### config.mk
export PLATFORM = sky130hd
export DESIGN_NAME = vend_ctrl
export DESIGN_NICKNAME = d
export VERILOG_FILES = /design/src/rtl/vend_ctrl.sv
export SDC_FILE = /design/constraint.sdc
export NUM_CORES = 1
export LEC_CHECK = 0
export ABC_AREA = 1
export CORE_AREA = 2 2 83 85
export DETAILED_ROUTE_END_ITERATION = 8
export DIE_AREA = 0 0 85 87
export GPL_TIMING_DRIVEN = 0
export PLACE_DENSITY = 0.84
export SYNTH_ARGS = -nofsm -noshare
export SYNTH_HDL_FRONTEND = slang
export SYNTH_SLANG_ARGS = --single-unit
### constraint.sdc
create_clock -name CLK50M -period 6.7 [get_ports CLK50M]
set_input_delay 1.34 -clock CLK50M [delete_from_list [all_inputs] [get_ports CLK50M]]
set_output_delay 1.34 -clock CLK50M [all_outputs]
set_load 0.01 [all_outputs]
### src/rtl/vend_ctrl.sv
//------------------------------------------------------------------------------
// Module  : vend_ctrl
// Purpose : Vending sequencer: coin/button edge events, credit, dispense and change phases.
//           Optional credit inactivity timeout when TIMEOUT_EN is defined.
// Rev     : 1.0  initial release
//------------------------------------------------------------------------------
`default_nettype none

module vend_ctrl #(
    parameter logic [7:0]  PRICE          = 8'd75,
    parameter logic [7:0]  MAX_CREDIT     = 8'd100,
    parameter int unsigned DISP_CYCLES    = 50_000_000,
    parameter int unsigned TIMEOUT_CYCLES = 500_000_000
) (
    input  logic       CLK50M,
    input  logic       reset,
    input  logic       nickel,
    input  logic       dime,
    input  logic       quarter,
    input  logic       select,
    input  logic       cancel,
    output logic [7:0] credit,
    output logic       dispense,
    output logic       change_valid,
    output logic [7:0] change,
    output logic       coin_reject,
    output logic [3:0] state_led
);

    // One-hot encoding so the state register drives the LEDs directly.
    typedef enum logic [3:0] {
        S_IDLE     = 4'b0001,
        S_CREDIT   = 4'b0010,
        S_DISPENSE = 4'b0100,
        S_CHANGE   = 4'b1000
    } state_t;

    localparam logic [28:0] DISP_LAST = 29'(DISP_CYCLES - 1);
    localparam logic [28:0] TO_LAST   = 29'(TIMEOUT_CYCLES - 1);

    state_t      state_q, state_d;
    logic [4:0]  prev_q;
    logic [7:0]  credit_q, credit_d;
    logic [7:0]  amt_q, amt_d;
    logic [7:0]  change_q, change_d;
    logic        reject_q, reject_d;
    logic [28:0] cnt_q, cnt_d;

    logic [4:0]  w_level;
    logic [4:0]  w_rise;
    logic        w_ev_cancel;
    logic        w_ev_select;
    logic        w_ev_coin;
    logic [7:0]  w_coin_val;
    logic [8:0]  w_sum;
    logic        w_coin_ok;
    logic        w_timeout;

    assign w_level = {cancel, select, quarter, dime, nickel};
    assign w_rise  = w_level & ~prev_q;

    assign w_ev_cancel = w_rise[4];
    assign w_ev_select = w_rise[3] & ~w_rise[4];
    assign w_ev_coin   = (w_rise[2:0] != 3'b000) && (w_rise[4:3] == 2'b00);
    assign w_coin_val  = w_rise[2] ? 8'd25 : (w_rise[1] ? 8'd10 : 8'd5);
    assign w_sum       = {1'b0, credit_q} + {1'b0, w_coin_val};
    assign w_coin_ok   = (w_sum <= {1'b0, MAX_CREDIT});

`ifdef TIMEOUT_EN
    assign w_timeout = (cnt_q == TO_LAST);
`else
    logic w_unused_timeout;
    assign w_timeout        = 1'b0;
    assign w_unused_timeout = ^TO_LAST;
`endif

    always_ff @(posedge CLK50M) begin
        if (reset) begin
            state_q  <= S_IDLE;
            prev_q   <= 5'b11111;
            credit_q <= 8'd0;
            amt_q    <= 8'd0;
            change_q <= 8'd0;
            reject_q <= 1'b0;
            cnt_q    <= 29'd0;
        end else begin
            state_q  <= state_d;
            prev_q   <= w_level;
            credit_q <= credit_d;
            amt_q    <= amt_d;
            change_q <= change_d;
            reject_q <= reject_d;
            cnt_q    <= cnt_d;
        end
    end

    always_comb begin
        state_d  = state_q;
        credit_d = credit_q;
        amt_d    = amt_q;
        change_d = change_q;
        reject_d = 1'b0;
        cnt_d    = cnt_q;
        case (state_q)
            S_IDLE: begin
                if (w_ev_coin) begin
                    if (w_coin_ok) begin
                        state_d  = S_CREDIT;
                        credit_d = w_sum[7:0];
                        cnt_d    = 29'd0;
                    end else begin
                        reject_d = 1'b1;
                    end
                end
            end
            S_CREDIT: begin
                if (w_ev_select && (credit_q >= PRICE)) begin
                    amt_d    = credit_q - PRICE;
                    credit_d = 8'd0;
                    state_d  = S_DISPENSE;
                    cnt_d    = DISP_LAST;
                end else if (w_ev_coin && w_coin_ok) begin
                    credit_d = w_sum[7:0];
                    cnt_d    = 29'd0;
                end else if (w_ev_cancel || (!w_ev_select && !w_ev_coin && w_timeout)) begin
                    amt_d    = credit_q;
                    change_d = credit_q;
                    credit_d = 8'd0;
                    state_d  = S_CHANGE;
                    cnt_d    = DISP_LAST;
                end else begin
                    reject_d = w_ev_coin;
`ifdef TIMEOUT_EN
                    cnt_d    = cnt_q + 29'd1;
`endif
                end
            end
            S_DISPENSE: begin
                reject_d = w_ev_coin;
                if (cnt_q == 29'd0) begin
                    if (amt_q != 8'd0) begin
                        state_d  = S_CHANGE;
                        change_d = amt_q;
                        cnt_d    = DISP_LAST;
                    end else begin
                        state_d = S_IDLE;
                    end
                end else begin
                    cnt_d = cnt_q - 29'd1;
                end
            end
            S_CHANGE: begin
                reject_d = w_ev_coin;
                if (cnt_q == 29'd0) begin
                    state_d  = S_IDLE;
                    change_d = 8'd0;
                    amt_d    = 8'd0;
                end else begin
                    cnt_d = cnt_q - 29'd1;
                end
            end
            default: begin
                state_d  = S_IDLE;
                credit_d = 8'd0;
                amt_d    = 8'd0;
                change_d = 8'd0;
                cnt_d    = 29'd0;
            end
        endcase
    end

    assign credit       = credit_q;
    assign dispense     = state_q[2];
    assign change_valid = state_q[3];
    assign change       = change_q;
    assign coin_reject  = reject_q;
    assign state_led    = state_q;

endmodule

`default_nettype wire

* Word-level counts from Yosys, hierarchy flattened
Cells that the tools add are included.
Storage, ports and cells: register bits after elaboration 63, input bits 7
Operators by class: add/subtract/negate cells 3, $lt $le $gt $ge 2, equality and inequality tests 17, muxes and demuxes 41, bitwise gates (word level) 7, reduce and logical (&&, ||, !) cells 14
Operators with widths (count):
- $mux 29 | 8
- $pmux 29 s4 | 1
- $mux 8 | 12
- $pmux 8 s3 | 2
- $mux 4 | 9
- $pmux 8 s4 | 1
- $logic_not 29->1 | 1
- $sub 29x1->29 const B | 1
- $ne 2x2->1 const B | 9
- $pmux 4 s4 | 1
- $add 8x5->9 | 1
- $le 9x7->1 const B | 1
- $ne 3x3->1 const B | 3
- $ge 8x7->1 const B | 1
- $reduce_and 4->1 | 2
- $reduce_bool 8->1 | 1
- $sub 8x7->8 const B | 1
- $reduce_and 7->1 | 1
- $reduce_and 6->1 | 1
- $and 5x5->5 | 1
- $mux 1 | 5
- $mux 5 | 1
- $not 5->5 | 1
- $reduce_and 5->1 | 1
- other kinds (12) | 18

* Logic depth before layout (Yosys ltp)
Gate-level depths: netlist (run 1).
depth in word-level cells 10, mapped depth 21, mapped depth without buffers 21

* Worst setup path after synthesis (run 1)
No wires, ideal clock.
kind in2reg, start in quarter, end reg cnt_q[14], library setup time 0.132 ns, arrival time 3.424 ns, data required time 6.568 ns, slack 3.144 ns, stages 21, buffers on the path 1, cells stage by stage inv_1 nor2_2 nor2_1 inv_1 ha_1 fa_1 nand2_1 nand2_1 nand3_1 nand2_1 nand2_1 nand2_1 inv_1 nand3_2 nand3_2 nand2_2 nand2_2 clkinv_2 buf_4 nand2_1 a21oi_1
On the way: cells in the longest elaborated chain, start to end 8, elaborated cells on any way between the ends 14, classes of those cells 1 x add/sub; 1 x order compare; 3 x eq/ne; 4 x mux; 1 x bitwise; 4 x reduce/logical
RTL lines:
- start, declared | RTL line 19 | input logic quarter,
- $and 5x5->5 * | RTL line 60 | assign w_rise = w_level & ~prev_q;
- $mux 5 | RTL line 65 | assign w_coin_val = w_rise[2] ? 8'd25 : (w_rise[1] ? 8'd10 : 8'd5);
- $add 8x5->9 | RTL line 66 | assign w_sum = {1'b0, credit_q} + {1'b0, w_coin_val};
- $le 9x7->1 | RTL line 67 | assign w_coin_ok = (w_sum <= {1'b0, MAX_CREDIT});
- $logic_and 1x1->1 | RTL line 122 | end else if (w_ev_coin && w_coin_ok) begin
- $mux 29 | RTL line 122
- $mux 29 | RTL line 117 | if (w_ev_select && (credit_q >= PRICE)) begin
- $pmux 29 s4 | RTL line 104 | case (state_q)
- end signal, assigned | RTL line 93 | cnt_q <= cnt_d;
- end, declared | RTL line 47 | logic [28:0] cnt_q, cnt_d;
Mark *: on every way between the ends. The rest lies on a longest branch, timed or not. A chain may end at the register's enable or synchronous reset.

* Worst setup path after layout (run 1)
start in dime, end reg cnt_q[21]
On the way: cells in the longest elaborated chain, start to end 9, elaborated cells on any way between the ends 15, classes of those cells 1 x add/sub; 1 x order compare; 3 x eq/ne; 5 x mux; 1 x bitwise; 4 x reduce/logical
RTL lines:
- start, declared | RTL line 18 | input logic dime,
- $and 5x5->5 * | RTL line 60
- $mux 4 | RTL line 65
- $mux 5 | RTL line 65
- $add 8x5->9 | RTL line 66
- $le 9x7->1 | RTL line 67
- $logic_and 1x1->1 | RTL line 122
- $mux 29 | RTL line 122
- $mux 29 | RTL line 117
- $pmux 29 s4 | RTL line 104
Marks and branches as above.

==> results.json, run 1 <==
{
  "cp-start-kind": "input port",
  "grt_pass1_wl_mm": 17.84,
  "yosysSeqAreaShare_pct": 31.06,
  "die_w_um": 85,
  "grt_use_met2_pct": 55.54,
  "antenna_found_initial": 0,
  "syn_inst": 651,
  "cts.sinks": 63,
  "nNetsFinal": 705,
  "clock_tree.root_cell": "clkbuf_8",
  "synthToLayoutAreaGrowth_pct": 14.24,
  "finalSetupViolCount": 0,
  "netlist_area_mm2": 0.004060,
  "track_usage_pct": 30.30,
  "ys_warn_count": 0,
  "hold_viol": 0,
  "worstSetupPathType": "in -> reg",
  "globalRouteOverflowTotal": 0,
  "rsz0062_at_grt": "no",
  "drt_iter0_drc": 210,
  "setup_tns_ps": 0,
  "clk_path_buf_depth": 2,
  "endpoint_kind": "flop",
  "leakage_uw": 0.002224,
  "hpwl_mm": 7.805,
  "worst_clock_skew_ps": 13.39,
  "cp.required_ps": 6930,
  "gp_congestion": 0.9762,
  "diodes": 0,
  "io_pins": 30,
  "use_met3_pct": 5.972,
  "fin_total_pwr_uw": 2015,
  "synth_top_area_cell": "dfxtp_1",
  "fin_crit_ps": 4037,
  "rows": 30,
  "p_per_area_mw_per_mm2": 434.5,
  "synthTopCellsByArea": "dfxtp_1 31%, nand2_1 17%, inv_1 7.7%",
  "busiest_layer": "met2",
  "dr.pass1.iters": 5,
  "synth_seq_cells": 63,
  "r2r_slack_ps": 3790,
  "ir_drop_mv": 0.2181,
  "worst_pin_slew_ps": 625.3,
  "max_cap_viol_count": 0,
  "drc": 0,
  "ant_nets": 0,
  "cp.arrival_ps": 4270,
  "wire_per_inst_um": 13.74,
  "reg2reg_from": "prev_q[1]$_SDFF_PP1_",
  "cts_setup_buffers": 0,
  "h-tree-depth": 3,
  "status": "completed",
  "cts_resized": 0,
  "die_area_mm2": 0.007395,
  "synth_cell_types": 42,
  "hold_path.class": "reg -> reg",
  "startpoint": "dime",
  "clk_pin_slew_worst_paths_ps": 70,
  "vias": 4270,
  "synth.top_cell.area_share_pct": 31.06,
  "postCtsHoldBufs": 0,
  "routed_wl_mm": 10.65,
  "grt_pass1_vias": 4148,
  "fill_cells": 613,
  "cts_buffers": 9,
  "maxSlewViolCount": 0,
  "synth_fp_nets": 666,
  "initial_core_util_pct": 61.81,
  "ys.flop_type": "dfxtp_1",
  "grt_max_degree": 12,
  "drive_gt1_share_pct": 8.058,
  "maxSlewHeadroom_pct": 57.99,
  "worstSkewPairLatency_ps": 370,
  "die_h_um": 87,
  "post-route-period-util_pct": 60.26,
  "syn_avg_cell_area_um2": 6.237,
  "cts_tree": "yes",
  "port_buffers": 28,
  "crit_fanout": 10,
  "synthArstFlopShare_pct": 0,
  "grt_util_met1_pct": 32.98,
  "max_freq_mhz": 247.7,
  "core_region_area_mm2": 0.006569,
  "viasPerCell": 5.510,
  "synth_edf_count": 0,
  "hold_start": "amt_q[7]$_SDFFE_PP0P_"
}
==> cells in the final DEF (no fill, tap or decap), types with 3 or more instances in the layout <==
cell             Yosys  routed
a21oi_1             49      49
buf_2                5       5
buf_4                3       3
clkbuf_1             9       9
clkbuf_8             0      10
clkdlybuf4s50_1      0      28
clkinv_1             4       4
clkinv_2             1       4
dfxtp_1             63      63
ha_1                 7       7
inv_1               83      83
inv_2                3       3
nand2_1            188     188
nand2_2              7       7
nand3_1             41      41
nand4_1             12      12
nor2_1              72      72
nor2_2               7       7
nor3_1              15      15
o21ai_0             24      24
o21ai_1              8       8
o22ai_1              7       7
xor2_1              16      16
==> flip-flops by register name, summed over array words and instances, names as in the netlist <==
name,cells
amt_q,8
change,8
cnt_q,29
coin_reject,1
credit,8
prev_q,5
state_led,4
==> layout make-up <==
cell class | count | area, um^2 | area share (%)
plain buffers | 19 | 103.9 | 2.239
repair buffers | 28 | 280.3 | 6.043
multi-input cells | 478 | 2352 | 50.71
clock inverters | 6 | 60.06 | 1.295
clock buffers | 10 | 137.6 | 2.967
inverters | 91 | 342.8 | 7.391
well taps | 80 | 100.1 | 2.158
flip-flops and latches | 63 | 1261 | 27.19
==> logic make-up after synthesis <==
kind of cell             count (synthesis)  share of synthesized area [%]
XOR/XNOR                                17                          3.667
adder cells (fa/ha/maj)                  8                          2.650
buffers and inverters                  110                          11.00
AND/OR/NAND/NOR                        357                          38.68
flip-flops                              63                          31.06
AO/OA/AOI/OAI                           96                          12.94
==> path summary, 6_finish.rpt <==
| path | end | depth (start not counted) |
|---|---|---|
| min | amt_q[7]$_SDFFE_PP0P_ | 2 |
| max | cnt_q[21]$_SDFFE_PP0P_ | 21 |
| min reg2reg | amt_q[7]$_SDFFE_PP0P_ | 2 |
| max reg2reg | cnt_q[21]$_SDFFE_PP0P_ | 21 |
==> critical path: stages <==
cell	delay, ps
clkdlybuf4s50_1	470
nand2_1	70
nor2_1	240
inv_1	80
ha_1	210
fa_1	400
nand2_1	80
nand2_1	90
nand3_1	100
nand2_1	90
nand2_1	70
nand2_1	40
inv_1	70
nand3_2	110
nand3_2	130
nand2_2	80
nand2_2	100
clkinv_2	140
buf_4	210
nand2_1	90
a21oi_1	60
==> synth_stat cells, types with 3 or more instances <==
| cell | n |
|---|---|
| a21oi_1 | 49 |
| buf_2 | 5 |
| buf_4 | 3 |
| clkbuf_1 | 9 |
| clkinv_1 | 4 |
| dfxtp_1 | 63 |
| ha_1 | 7 |
| inv_1 | 83 |
| inv_2 | 3 |
| nand2_1 | 188 |
| nand2_2 | 7 |
| nand3_1 | 41 |
| nand4_1 | 12 |
| nor2_1 | 72 |
| nor2_2 | 7 |
| nor3_1 | 15 |
| o21ai_0 | 24 |
| o21ai_1 | 8 |
| o22ai_1 | 7 |
| xor2_1 | 16 |
==> report_power, final <==
| group | switching (uW) | leakage (uW) | internal (uW) |
|---|---|---|---|
| clock | 163 | 0.0000981 | 180 |
| sequential | 66.7 | 0.000514 | 440 |
| combinational | 733 | 0.00161 | 432 |
==> metrics by stage <==
step	std cells	instance area, um^2	util (%)	setup WS [ps]	hold WS [ps]
2_1_floorplan	651	4060	-	3144	445.3
3_3_place_gp	759	4441	67.60	2368	458.7
3_5_place_dp	759	4441	67.60	2283	455.5
4_1_cts	775	4638	70.61	2666	466.5
5_1_grt	775	4638	70.61	2381	496.0
6_report	775	4638	70.61	2663	467.2
==> per-layer routing <==
metal | up-vias | share of wire, %
met3 | 32 | 5.0
li1 | 2161 | -
met5 | - | 0
met2 | 138 | 52
met4 | 0 | 2.9
met1 | 1939 | 40
Note: power is estimated with default switching activity, not from simulation.
==> inputs of run 2 (changes only) <==
--- a/config.mk
+++ b/config.mk
@@ -6,11 +6,11 @@
 export NUM_CORES = 1
 export LEC_CHECK = 0
 export ABC_AREA = 1
-export CORE_AREA = 2 2 83 85
+export CORE_AREA = 2 2 91 93
 export DETAILED_ROUTE_END_ITERATION = 8
-export DIE_AREA = 0 0 85 87
+export DIE_AREA = 0 0 93 95
 export GPL_TIMING_DRIVEN = 0
-export PLACE_DENSITY = 0.84
+export PLACE_DENSITY = 0.75
 export SYNTH_ARGS = -nofsm -noshare
 export SYNTH_HDL_FRONTEND = slang
 export SYNTH_SLANG_ARGS = --single-unit
==> constraint.sdc (replaced) <==
create_clock -name CLK50M -period 3.7 [get_ports CLK50M]
set_input_delay 0.74 -clock CLK50M [delete_from_list [all_inputs] [get_ports CLK50M]]
set_output_delay 0.74 -clock CLK50M [all_outputs]
set_load 0.01 [all_outputs]
==> run 2 against run 1 <==
Design area is 1.2% higher; setup slack worse by 2400 ps; clock power rose by 110%; core utilization down 11 points; routed wire length shrank 0.51%; non-clock buffer count fell by 1; critical path type unchanged; sequential share of layout area down 0.33 points; critical path depth did not move; first-iteration DRC count down 1.4%; combinational power is 80% higher; total power increased by 85%.
==> results.json, run 2 (same netlist as run 1, synthesis figures left out) <==
{
  "status": "completed",
  "drt_iter0_drc": 207,
  "hpwl_mm": 7.799,
  "r2r_slack_ps": 830,
  "path_cells": "clkdlybuf4s50_1, nand2_1, nor2_2, inv_1, ha_1, fa_1, nand2_1, nand2_1, nand3_1, nand2_1, nand2_1, nand2_1, inv_1, nand3_2, nand3_2, nand2_2, nand2_2, clkinv_2, buf_4, nand2_1, a21oi_1",
  "p_per_area_mw_per_mm2": 795.1,
  "gp_congestion": 0.9732,
  "crit_family": "simple AND/OR/NAND/NOR gates",
  "vias": 4237,
  "min_delay_path_depth": 2,
  "port_buffers": 28,
  "routed_wl_mm": 10.59,
  "worst_clock_skew_ps": 19.23,
  "p_sw_uw": 1767,
  "cts_buffers": 9,
  "leakage_uw": 0.002235,
  "die_area_mm2": 0.008835,
  "reg2reg_from": "prev_q[1]$_SDFF_PP1_",
  "cts.sinks": 63,
  "cp.arrival_ps": 3620,
  "reg2reg_depth": 21,
  "pre_cts_slack_ps": -132.2,
  "synthToLayoutAreaGrowth_pct": 15.65,
  "max_stage_delay_ps": 470,
  "max_cap_viol_count": 0,
  "endpoint_kind": "flop",
  "path_buf_inv": 5,
  "drc": 0,
  "ant_nets": 0,
  "dr.pass1.iters": 5,
  "h-tree-depth": 3,
  "timing.rr.end": "cnt_q[13]$_SDFFE_PP0P_",
  "maxSlewViolCount": 0,
  "maxSlewHeadroom_pct": 56.97,
  "viasPerCell": 5.303,
  "cts_tree": "yes",
  "grt_pass1_vias": 3984,
  "max_flop_register": "cnt_q",
  "fill_cells": 768,
  "cp-start-kind": "input port",
  "clock_tree.root_cell": "clkbuf_8",
  "placedInstanceArea_mm2": 0.004472,
  "ir_drop_mv": 0.4225,
  "antenna_found_initial": 0,
  "fin_area_mm2": 0.004696,
  "crit_slowest_cell": "clkdlybuf4s50_1",
  "crit_top_cell": "nand2_1",
  "grt_max_degree": 14,
  "wl_met1_mm": 4.469,
  "wire_per_inst_um": 13.26,
  "hold_start": "cnt_q[0]$_SDFFE_PP0P_",
  "die_w_um": 93,
  "layout_commonest_cell": "nand2_1",
  "core_region_area_mm2": 0.007928,
  "clk_path_buf_depth": 2,
  "clk_pin_slew_worst_paths_ps": 70,
  "rows": 33,
  "drive_gt1_share_pct": 8.069,
  "wl_met3_um": 490,
  "top_layer_used": "met4",
  "postCtsHoldBufs": 0,
  "switching_share_pct": 47.32,
  "largest_reg_flops": 29,
  "hold_path_end": "cnt_q[0]$_SDFFE_PP0P_",
  "final_cell_mix": "188 x nand2_1, 83 x inv_1, 71 x nor2_1",
  "comb_power_share_pct": 56.6,
  "crit_fanout": 10,
  "initial_core_util_pct": 51.22,
  "io_pins": 30,
  "clkPwrFrac_pct": 18.8,
  "cp.required_ps": 3920,
  "grt_pass1_wl_mm": 17.98,
  "track_usage_pct": 25.53,
  "rsz0062_at_grt": "no",
  "worst_pin_slew_ps": 640.5,
  "max_freq_mhz": 293.5,
  "post-route-period-util_pct": 92.08,
  "p_seq_share_pct": 24.6,
  "fin_crit_ps": 3407,
  "hold_path.class": "reg -> reg",
  "finalSetupViolCount": 0,
  "globalRouteOverflowTotal": 0,
  "worstSetupPathType": "in -> reg",
  "nNetsFinal": 704,
  "die_h_um": 95,
  "internal-power_uw": 1967,
  "worstSkewPairLatency_ps": 360,
  "wl_met2_mm": 5.342,
  "setup_ws_ps": 293.1,
  "hold_viol": 0,
  "diodes": 0
}
## run 2: cell count changes in the layout (fill, tap and decap cells not counted), sizes merged
cell	before	now
buf	10	9
clkinvlp	2	1
clkbuf	19	18
bufinv	1	2
inv	86	89
clkinv	8	6
## run 2: worst max-delay path by stage
stage | startpoint | to | slack, ps | cells after the start
finish | dime | cnt_q[13]$_SDFFE_PP0P_ | 290 | 21
global route | dime | credit[2]$_SDFFE_PP0P_ | 50 | 21
CTS | dime | cnt_q[25]$_SDFFE_PP0P_ | 230 | 19
detailed placement | dime | cnt_q[22]$_SDFFE_PP0P_ | -130 | 19
global placement | dime | cnt_q[2]$_SDFFE_PP0P_ | -50 | 19
floorplan | quarter | cnt_q[14]$_SDFFE_PP0P_ | 740 | 21
## run 2: area by class of cell
type	count	area (um^2)	area share (%)
well taps	105	131.4	2.798
multi-input cells	478	2355	50.15
repair buffers	28	280.3	5.969
flip-flops and latches	63	1261	26.86
inverters	91	342.8	7.301
plain buffers	18	98.84	2.105
clock inverters	7	102.6	2.185
clock buffers	9	123.9	2.638
## run 2: power groups by stage
stage	Sequential (uW)	Clock, uW	Combinational (uW)
floorplan	929	0	1540
global placement	927	0	2040
detailed placement	930	0	2070
CTS	916	711	2090
global route	935	742	2370
finish	917	704	2110
## run 2: stage by stage
step / utilization [%] / TNS, ps / total power (uW) / hold slack (ps) / instances
finish: 59.23 / 0 / 3734 / 481.1 / 799
global placement: 56.41 / -544.5 / 2965 / 461.4 / 784
floorplan: - / 0 / 2474 / 445.3 / 651
global route: 59.23 / 0 / 4051 / 503.4 / 799
detailed placement: 56.41 / -2664 / 3004 / 466.6 / 784
CTS: 59.26 / 0 / 3718 / 482.9 / 800
## run 2: worst min-delay path, delay by kind of cell (launching register included)
family | cells | cell delay, ps
DFF | 1 | 320
AOI/OAI and AO/OA | 1 | 50
and+or+nand+nor | 1 | 60
## run 2: metal layers
metal | vias up | global-route usage (%)
met5 | - | 0
met4 | 0 | 11.76
met3 | 29 | 5.188
met2 | 120 | 45.95
met1 | 1929 | 29.04
li1 | 2159 | -
## run 2: timing repair
| item | CTS | global route |
|---|---|---|
| endpoints found under the setup margin | 0 | 11 |
| setup buffers | 0 | 0 |
| gates resized for setup | 0 | 1 |
==> inputs of run 3 (changes only) <==
--- a/config.mk
+++ b/config.mk
@@ -11,6 +11,7 @@
 export DIE_AREA = 0 0 93 95
 export GPL_TIMING_DRIVEN = 0
 export PLACE_DENSITY = 0.75
+export SETUP_SLACK_MARGIN = 0.5
 export SYNTH_ARGS = -nofsm -noshare
 export SYNTH_HDL_FRONTEND = slang
 export SYNTH_SLANG_ARGS = --single-unit
==> run 3 against run 2 <==
Hold slack barely moved; setup slack better by 350 ps; routed wire length increased by 2.1%; flip-flop and latch count stayed put; core utilization is 2.0 points higher; first-iteration DRC count shrank 12%; total power rose by 3.8%.
==> results.json, run 3 (same netlist as run 1, synthesis figures left out) <==
{
  "status": "completed",
  "largest_reg_flops": 29,
  "path_cells": "clkdlybuf4s50_1, nand2_2, nor2_4, inv_1, ha_2, fa_2, nand2_1, nand2_2, nand2_1, nand2_1, nand2_1, nand3_2, nand3_4, nand3_4, nand2_4, nand2_4, buf_6, buf_8, nand2_1, a21oi_2",
  "maxSlewHeadroom_pct": 55.82,
  "grt_pass1_vias": 4069,
  "comb_power_share_pct": 58.1,
  "diodes": 0,
  "post-route-period-util_pct": 82.61,
  "switching_share_pct": 47.00,
  "finalSetupViolCount": 0,
  "ir_drop_mv": 0.4460,
  "internal-power_uw": 2054,
  "clkPwrFrac_pct": 18.2,
  "rsz0062_at_grt": "no",
  "gp_congestion": 0.9732,
  "hold_path.class": "reg -> reg",
  "cts_tree": "yes",
  "p_per_area_mw_per_mm2": 797.9,
  "clock_tree.root_cell": "clkbuf_8",
  "setup_tns_ps": 0,
  "crit_top_cell": "nand2_1",
  "die_w_um": 93,
  "vias": 4292,
  "cts.sinks": 63,
  "dp_cells": 784,
  "rows": 33,
  "hpwl_mm": 7.799,
  "max_freq_mhz": 327.2,
  "core_region_area_mm2": 0.007928,
  "endpoint_kind": "flop",
  "cp.required_ps": 3920,
  "crit_slowest_cell": "clkdlybuf4s50_1",
  "port_buffers": 28,
  "max_cap_viol_count": 0,
  "cp.arrival_ps": 3270,
  "ant_nets": 0,
  "routed_wl_mm": 10.82,
  "layout_commonest_cell": "nand2_1",
  "hold_viol": 0,
  "maxSlewViolCount": 0,
  "fin_crit_ps": 3057,
  "synthToLayoutAreaGrowth_pct": 19.63,
  "crit_fanout": 10,
  "cp-start-kind": "input port",
  "wire_per_inst_um": 13.44,
  "fill_cells": 746,
  "drt_iter0_drc": 182,
  "final_cell_mix": "182 x nand2_1, 81 x inv_1, 71 x nor2_1",
  "track_usage_pct": 25.80,
  "dr.pass1.iters": 5,
  "max_flop_register": "cnt_q",
  "final_cells": 805,
  "leakage_uw": 0.002284,
  "grt_pass1_wl_mm": 18.19,
  "drive_gt1_share_pct": 11.14,
  "die_h_um": 95,
  "antenna_found_initial": 0,
  "io_pins": 30,
  "viasPerCell": 5.332,
  "grt_max_degree": 14,
  "h-tree-depth": 3,
  "worstSetupPathType": "in -> reg",
  "worstSkewPairLatency_ps": 360,
  "clk_pin_slew_worst_paths_ps": 80,
  "max_stage_delay_ps": 490,
  "drc": 0,
  "nNetsFinal": 710,
  "cts_buffers": 9,
  "worst_clock_skew_ps": 15.48,
  "globalRouteOverflowTotal": 0,
  "postCtsHoldBufs": 0,
  "initial_core_util_pct": 51.22,
  "die_area_mm2": 0.008835,
  "p_sw_uw": 1822,
  "worst_pin_slew_ps": 657.6,
  "p_seq_share_pct": 23.7,
  "clk_path_buf_depth": 2
}
[run 3: cell types whose count changed in the layout (fill, tap and decap cells not counted), sizes merged]
cell,delta
buf,+6
[run 3: repair_timing]
action                                  in CTS  in global routing
setup buffers                                3                  2
endpoints found under the setup margin      37                 37
gates resized for setup                      9                 23
pin swaps                                    1                  3
gates cloned                                 0                  0
[run 3: metrics by stage]
| stage | setup WS [ps] | area, um^2 | power, uW | hold WS, ps | utilization, % |
|---|---|---|---|---|---|
| final | 643.4 | 4857 | 3875 | 481.1 | 61.27 |
| after global routing | 484.1 | 4857 | 4203 | 503.3 | 61.27 |
| after CTS | 532.6 | 4768 | 3795 | 482.9 | 60.15 |
| after detailed placement | -132.2 | 4472 | 3004 | 466.6 | 56.41 |
| after global placement | -51.51 | 4472 | 2965 | 461.4 | 56.41 |
| after floorplan | 743.9 | 4060 | 2474 | 445.3 | - |
[run 3: path summary, 6_finish.rpt]
kind | end | start | slack, ps | cells past startpoint
worst max-delay path | cnt_q[8]$_SDFFE_PP0P_ | dime | 640 | 20
worst min-delay path | cnt_q[0]$_SDFFE_PP0P_ | cnt_q[0]$_SDFFE_PP0P_ | 480 | 2
worst max register to register | cnt_q[8]$_SDFFE_PP0P_ | prev_q[2]$_SDFF_PP1_ | 1170 | 19
worst min register to register | cnt_q[0]$_SDFFE_PP0P_ | cnt_q[0]$_SDFFE_PP0P_ | 480 | 2
[run 3: power groups by stage]
stage	combinational, uW	clock (uW)	sequential [uW]
2_1_floorplan	1540	0	929
3_3_place_gp	2040	0	927
3_5_place_dp	2070	0	930
4_1_cts	2170	711	916
5_1_grt	2520	743	935
6_report	2250	705	919
[run 3: routing by layer]
layer | part of all wire (%) | track usage (%) | up-vias
met5 | 0 | 0 | -
met4 | 2.9 | 12.38 | 0
met3 | 4.3 | 5.267 | 35
met2 | 51 | 46.92 | 122
met1 | 42 | 28.75 | 1962
li1 | - | - | 2173
[run 3: cell type report]
cell class	count	area, um^2	area share, %
Multi-Input combinational cell	478	2440	50.23
Sequential cell	63	1261	25.97
Inverter	91	347.8	7.161
Timing Repair Buffer	33	330.3	6.801
Tap cell	105	131.4	2.705
Clock buffer	9	123.9	2.550
Buffer	19	120.1	2.473
Clock inverter	7	102.6	2.112
[run 3: worst max-delay path, delay by kind of cell]
kind	cells	cell delay, ps
and+or+nand+nor	13	1110
buffers and inverters	4	810
AOI/OAI and AO/OA	1	50
adders and majority gates	2	550
